<file path="config.mk">
export PLATFORM = sky130hd
export DESIGN_NAME = sprite_anim_renderer
export DESIGN_NICKNAME = d
export VERILOG_FILES = /design/src/rtl/sprite_pkg.sv /design/src/rtl/sprite_anim_ctrl.sv /design/src/rtl/sprite_anim_renderer.sv
export SDC_FILE = /design/constraint.sdc
export NUM_CORES = 1
export LEC_CHECK = 0
export CORE_UTILIZATION = 55
export CTS_CLUSTER_DIAMETER = 40
export DETAILED_ROUTE_END_ITERATION = 10
export PLACE_DENSITY = 0.89
export SETUP_SLACK_MARGIN = 0.02
export SLEW_MARGIN = 20
export SYNTH_ARGS = -nofsm -noshare
export SYNTH_HDL_FRONTEND = slang
export SYNTH_SLANG_ARGS = --single-unit
</file>
<file path="constraint.sdc">
create_clock -name vga_clk -period 8.5 [get_ports vga_clk]
set_input_delay 1.7 -clock vga_clk [delete_from_list [all_inputs] [get_ports vga_clk]]
set_output_delay 1.7 -clock vga_clk [all_outputs]
set_load 0.05 [all_outputs]
</file>
<file path="src/rtl/sprite_pkg.sv">
// Shared raster constants, coordinate type and animation state encoding
// for the sprite renderer.
package sprite_pkg;

  localparam int H_ACT = 640;
  localparam int V_ACT = 480;

  typedef logic [9:0] coord_t;

  typedef enum logic [1:0] {
    RUN  = 2'd0,
    HOLD = 2'd1,
    DONE = 2'd2
  } anim_state_e;

  // Counter width that never collapses to zero bits for single-entry ranges.
  function automatic int width_of(input int n);
    return (n > 1) ? $clog2(n) : 1;
  endfunction

endpackage

</file>
<file path="src/rtl/sprite_anim_ctrl.sv">
// Animation sequencer: divides frame ticks down to animation steps and
// walks the frame counter, either looping or stopping on the last frame.
//
//   state | meaning
//   RUN   | anim_run high, ticks advance the divider and frame
//   HOLD  | anim_run low, divider and frame frozen
//   DONE  | one-shot finished on the last frame; only anim_start leaves
module sprite_anim_ctrl
  import sprite_pkg::*;
#(
  parameter int FRAMES    = 4,
  parameter int ANIM_DIV  = 8,
  parameter int ANIM_LOOP = 1
) (
  input  logic                          vga_clk,
  input  logic                          reset,
  input  logic                          frame_tick,
  input  logic                          anim_run,
  input  logic                          anim_start,
  output logic [width_of(FRAMES)-1:0]   frame_num,
  output logic                          anim_done
);

  localparam int                DW       = width_of(ANIM_DIV);
  localparam int                FW       = width_of(FRAMES);
  localparam logic [DW-1:0]     DIV_LAST = DW'(ANIM_DIV - 1);
  localparam logic [FW-1:0]     FRM_LAST = FW'(FRAMES - 1);

  anim_state_e   r_state;
  logic [DW-1:0] r_div;
  logic          w_step;

  assign w_step = frame_tick && anim_run;

  always_ff @(posedge vga_clk or posedge reset) begin
    if (reset) begin
      r_state   <= RUN;
      r_div     <= '0;
      frame_num <= '0;
      anim_done <= 1'b0;
    end else if (anim_start) begin
      r_state   <= RUN;
      r_div     <= '0;
      frame_num <= '0;
      anim_done <= 1'b0;
    end else begin
      case (r_state)
        RUN, HOLD: begin
          // A tick arriving together with anim_run rising is not lost.
          r_state <= anim_run ? RUN : HOLD;
          if (w_step) begin
            if (r_div == DIV_LAST) begin
              r_div <= '0;
              if (frame_num != FRM_LAST) begin
                frame_num <= frame_num + 1'b1;
              end else if (ANIM_LOOP != 0) begin
                frame_num <= '0;
              end else begin
                r_state   <= DONE;
                anim_done <= 1'b1;
              end
            end else begin
              r_div <= r_div + 1'b1;
            end
          end
        end
        default: r_state <= DONE;
      endcase
    end
  end

endmodule

</file>
<file path="src/rtl/sprite_anim_renderer.sv">
// Places one animated, scaled and optionally mirrored sprite on the raster;
// drives the sprite ROM and returns a palette index with an opaque flag.
module sprite_anim_renderer
  import sprite_pkg::*;
#(
  parameter int SPR_W     = 60,
  parameter int SPR_H     = 26,
  parameter int FRAMES    = 4,
  parameter int IDX_W     = 3,
  parameter int SCALE_SH  = 0,
  parameter int TRANSP    = 0,
  parameter int ANIM_DIV  = 8,
  parameter int ANIM_LOOP = 1,
  parameter int ADDR_W    = $clog2(SPR_W * SPR_H * FRAMES)
) (
  input  logic                          vga_clk,
  input  logic                          reset,
  input  coord_t                        DrawX,
  input  coord_t                        DrawY,
  input  logic                          blank,
  input  logic                          frame_tick,
  input  coord_t                        pos_x,
  input  coord_t                        pos_y,
  input  logic                          enable,
  input  logic                          flip_h,
  input  logic                          anim_run,
  input  logic                          anim_start,
  output logic [ADDR_W-1:0]             rom_addr,
  input  logic [IDX_W-1:0]              rom_q,
  output logic                          pix_valid,
  output logic [IDX_W-1:0]              pix_idx,
  output logic [width_of(FRAMES)-1:0]   frame_num,
  output logic                          anim_done
);

  localparam int          FRAME_SZ = SPR_W * SPR_H;
  localparam logic [10:0] FOOT_W   = 11'(SPR_W << SCALE_SH);
  localparam logic [10:0] FOOT_H   = 11'(SPR_H << SCALE_SH);
  localparam logic [10:0] COL_LAST = 11'(SPR_W - 1);

  coord_t            r_px, r_py;
  logic              r_en, r_flip;
  logic              r_hit_d1, r_hit_d2;
  logic [10:0]       w_dx, w_dy, w_col_raw, w_col, w_row;
  logic              w_hit, w_opaque;
  logic [ADDR_W-1:0] w_addr;

  sprite_anim_ctrl #(
    .FRAMES    (FRAMES),
    .ANIM_DIV  (ANIM_DIV),
    .ANIM_LOOP (ANIM_LOOP)
  ) u_ctrl (
    .vga_clk    (vga_clk),
    .reset      (reset),
    .frame_tick (frame_tick),
    .anim_run   (anim_run),
    .anim_start (anim_start),
    .frame_num  (frame_num),
    .anim_done  (anim_done)
  );

  // Placement only moves during vertical blanking, so a frame never tears.
  always_ff @(posedge vga_clk or posedge reset) begin
    if (reset) begin
      r_px   <= '0;
      r_py   <= '0;
      r_en   <= 1'b0;
      r_flip <= 1'b0;
    end else if (frame_tick) begin
      r_px   <= pos_x;
      r_py   <= pos_y;
      r_en   <= enable;
      r_flip <= flip_h;
    end
  end

  assign w_dx = {1'b0, DrawX} - {1'b0, r_px};
  assign w_dy = {1'b0, DrawY} - {1'b0, r_py};

  // The >= tests keep a negative offset from wrapping into a hit.
  assign w_hit = r_en && blank && (DrawX >= r_px) && (DrawY >= r_py) &&
                 (w_dx < FOOT_W) && (w_dy < FOOT_H);

  assign w_col_raw = w_dx >> SCALE_SH;
  assign w_col     = r_flip ? (COL_LAST - w_col_raw) : w_col_raw;
  assign w_row     = w_dy >> SCALE_SH;
  assign w_addr    = ADDR_W'(frame_num) * ADDR_W'(FRAME_SZ) +
                     ADDR_W'(w_row) * ADDR_W'(SPR_W) + ADDR_W'(w_col);

  assign w_opaque = r_hit_d2 && (rom_q != IDX_W'(TRANSP));

  always_ff @(posedge vga_clk or posedge reset) begin
    if (reset) begin
      rom_addr  <= '0;
      r_hit_d1  <= 1'b0;
      r_hit_d2  <= 1'b0;
      pix_valid <= 1'b0;
      pix_idx   <= '0;
    end else begin
      if (w_hit) begin
        rom_addr <= w_addr;
      end
      r_hit_d1  <= w_hit;
      r_hit_d2  <= r_hit_d1;
      pix_valid <= w_opaque;
      pix_idx   <= w_opaque ? rom_q : '0;
    end
  end

endmodule

</file>
* Yosys cells after proc, flatten, opt, wreduce, memory -nomap -nowiden
Index checks and enable logic that the tools add are counted.
** Operators by class
- Add/sub/neg operators :: 7
- Multipliers :: 2
- Div/mod/pow operators :: 0
- Magnitude comparators :: 4
- Equality and inequality tests :: 3
- Shift operators :: 0
- Muxes and demuxes :: 14
- Bitwise logic cells :: 0
- Reduce and logical (&&, ||, !) cells :: 15
** Operators by type and width (count)
- $sub 10x10->11 :: 2
- $ge 10x10->1 :: 2
- $mux 3 :: 5
- $mux 2 :: 7
- $add 13x11->13 :: 1
- $add 13x13->13 :: 1
- $lt 11x5->1 const B :: 1
- $lt 11x6->1 const B :: 1
- $mul 11x4->11 const B :: 1
- $mux 11 :: 1
- $sub 6x11->11 const A :: 1
- $mul 2x8->10 const B :: 1
- $logic_and 1x1->1 :: 7
- $reduce_bool 2->1 :: 3
- $add 3x1->3 const B :: 1
- $eq 3x3->1 const B :: 1
- $reduce_and 3->1 :: 1
- $reduce_bool 3->1 :: 1
- $add 2x1->2 const B :: 1
- $eq 2x1->1 const B :: 1
- $logic_not 2->1 :: 1
- $ne 2x2->1 const B :: 1
- $reduce_and 2->1 :: 1
- $reduce_or 2->1 :: 1
- $mux 1 :: 1
** Word-level totals
- Bits in registers :: 48
- Bits in latches :: 0
- Bits in writable memories :: 0
- Memory bits (read-only) :: 0
- Input port bits :: 51
- Output and inout bits :: 20
- Memories :: 0

* Longest topological paths before layout
- Word-level depth :: 6
- Gate-level depth with buffers :: 25
- Gate-level depth less buffers :: 25

* Modules after synthesis
A second synthesis with hierarchy kept.
** Unflattened totals
- Cell total of the unflattened synthesis :: 458
- Area, all modules :: 4430.5 um^2
** By module, submodules not included
- sprite_anim_renderer :: times used 1, cells each 427, area an instance 4073.9 um^2, seq. area each 1026.0 um^2
- sprite_anim_ctrl :: times used 1, cells each 31, area an instance 356.6 um^2, seq. area each 150.1 um^2

* Worst setup path after synthesis
OpenSTA, ideal clock, no wires.
- Path type :: input to register
- Start point :: input port DrawY[0]
- End point :: register rom_addr[12]
- Library setup time :: 0.079 ns
- Arrival time :: 6.677 ns
- Data required time :: 8.421 ns
- Setup slack :: 1.744 ns
- Cell stages on the path :: 23
- Path buffers :: 0
- Cells stage by stage :: inv_1 > ha_1 > inv_1 > fa_1 > a21o_1 > a21oi_1 > xor2_2 > xnor2_1 > xnor2_1 > fa_1 > inv_1 > ha_1 > inv_1 > o21bai_1 > a21oi_1 > xnor2_1 > fa_1 > ha_1 > o41a_1 > a21o_1 > a21oi_1 > xor3_1 > mux2i_1
** Between the ends
- Longest elaborated chain between the ends :: 4
** RTL lines
- from (decl) :: line sprite_anim_renderer.sv:19 : input coord_t DrawY,
- $sub 10x10->11 or $ge 10x10->1 (tied branches) :: line sprite_anim_renderer.sv:78, sprite_anim_renderer.sv:81
- $mul 11x4->11 or $logic_and 1x1->1 (tied branches) :: line sprite_anim_renderer.sv:88, sprite_anim_renderer.sv:81
- $add 13x13->13 or $logic_and 1x1->1 (tied branches) :: line sprite_anim_renderer.sv:87, sprite_anim_renderer.sv:81
- $add 13x11->13 or $logic_and 1x1->1 (tied branches) :: line sprite_anim_renderer.sv:88, sprite_anim_renderer.sv:82
- to (signal assigned) :: line sprite_anim_renderer.sv:101 : rom_addr <= w_addr;
- to (decl) :: line sprite_anim_renderer.sv:28 : output logic [ADDR_W-1:0] rom_addr,
Parallel ways exist; a longest one is shown, timed or not.
A chain may end at the register's enable or synchronous reset.

* Final worst setup path
Same ends and word-level chain as after synthesis.

==> impl_metrics.env <==
export IMPL_critical_path_endpoint_type="flop"
export IMPL_grt_start_max_net_pins=48
export IMPL_period_share_pct=85.2
export IMPL_maxCapViolCount=0
export IMPL_floorplan_rows=32
export IMPL_clockRootBuffer="sky130_fd_sc_hd__clkbuf_8"
export IMPL_avgRoutedWirePerCell_microns=13.3
export IMPL_initial_utilization_pct=56.5
export IMPL_synth_top_cells_by_count="sky130_fd_sc_hd__inv_1, sky130_fd_sc_hd__ha_1, sky130_fd_sc_hd__dfrtp_1"
export IMPL_detailedPlace_worstSlack_ns=0.949
export IMPL_ant_nets=0
export IMPL_synth_seq_area_share_pct=27.1
export IMPL_status="finished, final reports clean"
export IMPL_synth_net_count=570
export IMPL_relSlewSlack_pct=36.8
export IMPL_clk_path_buf_depth=2
export IMPL_place_detailed_hpwl_microns=6890
export IMPL_post_synth_top_area_cell="sky130_fd_sc_hd__dfrtp_1"
export IMPL_synthesis_to_layout_area_growth_pct=20.5
export IMPL_num_antenna_cells=0
export IMPL_path_buf_inv=4
export IMPL_synth_cell_area_sq_um=4350
export IMPL_final_layout_size_suffix_gt1_share_pct=6.95
export IMPL_synth_area_top_cells="sky130_fd_sc_hd__dfrtp_1, sky130_fd_sc_hd__ha_1, sky130_fd_sc_hd__fa_1"
export IMPL_totalNegativeSetupSlack_ns=0
export IMPL_count_of_h_tree_levels_built_during_cts=2
export IMPL_die_width_microns=90.9
export IMPL_critPathArrivalTime_ns=7.46
export IMPL_setup_violations=0
export IMPL_post_cts_resized=0
export IMPL_critPathTopFamily="adder cells"
export IMPL_route_detailed_vias_per_inst=5.25
export IMPL_max_slew_worst_pin_slew_ns=0.947
export IMPL_ctsHoldBuffers=0
export IMPL_synth_area_per_cell_sq_um=9.70
export IMPL_antenna_found_initial=0
export IMPL_gr_usage_all_layers_pct=21.6
export IMPL_layout_core_utilization_pct=68.1
export IMPL_skew_pair_late_insertion_delay_ns=0.31
export IMPL_final_period_minus_worst_setup_slack_ns=7.24
export IMPL_tritoncts="done"
export IMPL_place_congestion=0.871
export IMPL_drv_slew=0
export IMPL_timing_critical_path_slowest_cell_delay_ns=0.50
export IMPL_cts_clk_slew_worst_paths_ns=0.10
export IMPL_fin_ws_ns=1.26
export IMPL_crit_path_frequent_cell="sky130_fd_sc_hd__fa_1"
export IMPL_fin_worst_skew_ns=0.00821
export IMPL_synthesis_instances=448
export IMPL_rsz0062_at_grt="false"
export IMPL_dr_first_iter_drc_count=108
export IMPL_clock_sinks=47
export IMPL_route_final_wire_length_microns=8230
export IMPL_multi_input_comb_area_sq_um=2860
export IMPL_tritoncts_num_buffers=5
export IMPL_fp_dieArea_sq_um=8260
export IMPL_ys_flop_type="sky130_fd_sc_hd__dfrtp_1"
export IMPL_post_cts_setup_buffers=0
export IMPL_buffer_ports_inserted=69
export IMPL_core_area_sq_um=7690
export IMPL_yosysMostFrequentCell="sky130_fd_sc_hd__inv_1"
export IMPL_grt_pass1_wl_microns=14400
export IMPL_dr_pass1_iters=5
export IMPL_synth_lib_cells_used_distinct=57
export IMPL_vias_in_the_first_global_route=3281
export IMPL_timing_critical_path_cells="clkdlybuf4s50_1, inv_1, ha_1, inv_1, fa_1, xnor2_1, fa_1, inv_1, fa_1, ha_1, a21o_1, a21oi_1, o21bai_1, a21oi_1, xnor2_1, fa_1, ha_1, o41a_1, a21o_1, a21oi_1, xor3_1, mux2i_1"
export IMPL_synth_edf_count=0
export IMPL_worst_setup_path_start_kind="input port"
export IMPL_die_h_microns=90.9
export IMPL_critical_path_peak_fanout=5
export IMPL_maximum_frequency_from_static_timing_analysis_ghz=0.138
export IMPL_synthArstFlopShare_pct=100
export IMPL_via_count=3253
export IMPL_synthDominantCellAreaShare_pct=27.1
export IMPL_pin_count=71
export IMPL_required_ns=8.72
export IMPL_critical_path_type="in -> reg"
export IMPL_drc_errors_left=0
export IMPL_hold_class="reg -> reg"
export IMPL_report_final_hold_viol_count=0
export IMPL_sequential_cell_area_sq_um=1180
export IMPL_final_nets=639
export IMPL_grt_overflow_total=0
export IMPL_synth_warnings=0
export IMPL_slowest_stage="sky130_fd_sc_hd__fa_1"
export IMPL_ys_seq_elements=47
export IMPL_fill_cells=581
## placed cells by master (no fill, tap or decap), types with 6 or more instances in the layout
| master | instances |
|---|---|
| sky130_fd_sc_hd__a21oi_1 | 16 |
| sky130_fd_sc_hd__fa_1 | 19 |
| sky130_fd_sc_hd__dfrtp_1 | 47 |
| sky130_fd_sc_hd__inv_1 | 68 |
| sky130_fd_sc_hd__xor2_1 | 12 |
| sky130_fd_sc_hd__nand2_1 | 26 |
| sky130_fd_sc_hd__nor2b_1 | 6 |
| sky130_fd_sc_hd__and2_1 | 6 |
| sky130_fd_sc_hd__xnor2_1 | 32 |
| sky130_fd_sc_hd__a21o_1 | 11 |
| sky130_fd_sc_hd__nor2_1 | 26 |
| sky130_fd_sc_hd__o21bai_1 | 6 |
| sky130_fd_sc_hd__mux2_2 | 7 |
| sky130_fd_sc_hd__ha_1 | 52 |
| sky130_fd_sc_hd__clkdlybuf4s50_1 | 69 |
| sky130_fd_sc_hd__mux2_4 | 8 |
| sky130_fd_sc_hd__o21ai_0 | 30 |
## metrics by stage
stage | instance area, sq um | hold slack [ns] | cells
floorplan | 4350 | 0.331 | 448
global placement | 5120 | 0.338 | 612
detailed placement | 5120 | 0.346 | 612
CTS | 5240 | 0.369 | 620
global route | 5240 | 0.385 | 620
finish | 5240 | 0.363 | 620
## state kept, by name, summed over array words and instances (netlist names)
register / count
rom_addr: 13
r_px: 10
r_py: 10
pix_idx: 3
u_ctrl.r_div: 3
u_ctrl.frame_num: 2
pix_valid: 1
r_en: 1
r_flip: 1
r_hit_d1: 1
r_hit_d2: 1
u_ctrl.r_state: 1
## cell families after synthesis
logic type | share of synthesized area (%)
other cells | 0.0863
simple gates | 9.79
buf+inv | 7.17
mux | 5.73
fa+ha+maj | 24.2
flops | 27.1
compound gates | 15.2
xor+xnor | 10.8
## per-layer routing
layer	part of all wire, %	GRT usage, %
met1	43	26.9
met4	1.9	7.41
met2	51	37.8
met3	4.1	3.70
met5	0	0
## final timing paths
check | startpoint | endpoint | slack (ns) | cells after the start
max | DrawY[0] | rom_addr[12]$_DFFE_PP0P_ | 1.26 | 22
min | r_hit_d1$_DFF_PP0_ | r_hit_d2$_DFF_PP0_ | 0.36 | 0
max reg2reg | r_py[0]$_DFFE_PP0P_ | rom_addr[12]$_DFFE_PP0P_ | 2.72 | 20
min reg2reg | r_hit_d1$_DFF_PP0_ | r_hit_d2$_DFF_PP0_ | 0.36 | 0
max in group asynchronous | reset | r_py[9]$_DFFE_PP0P_ | 5.98 | 2
min in group asynchronous | reset | pix_valid$_DFF_PP0_ | 1.93 | 2
## cell type report
type                            instances  share of cell area (%)
Clock inverter                          3                   0.908
Inverter                               69                    4.95
Multi-Input combinational cell        324                    54.6
Sequential cell                        47                    22.5
Timing Repair Buffer                   70                    13.3
Clock buffer                            5                    1.31
Tap cell                              102                    2.44
Power is left out: the tool's default activity adds up to more than one toggle a clock period on the data nets, which glitch-free logic cannot reach.
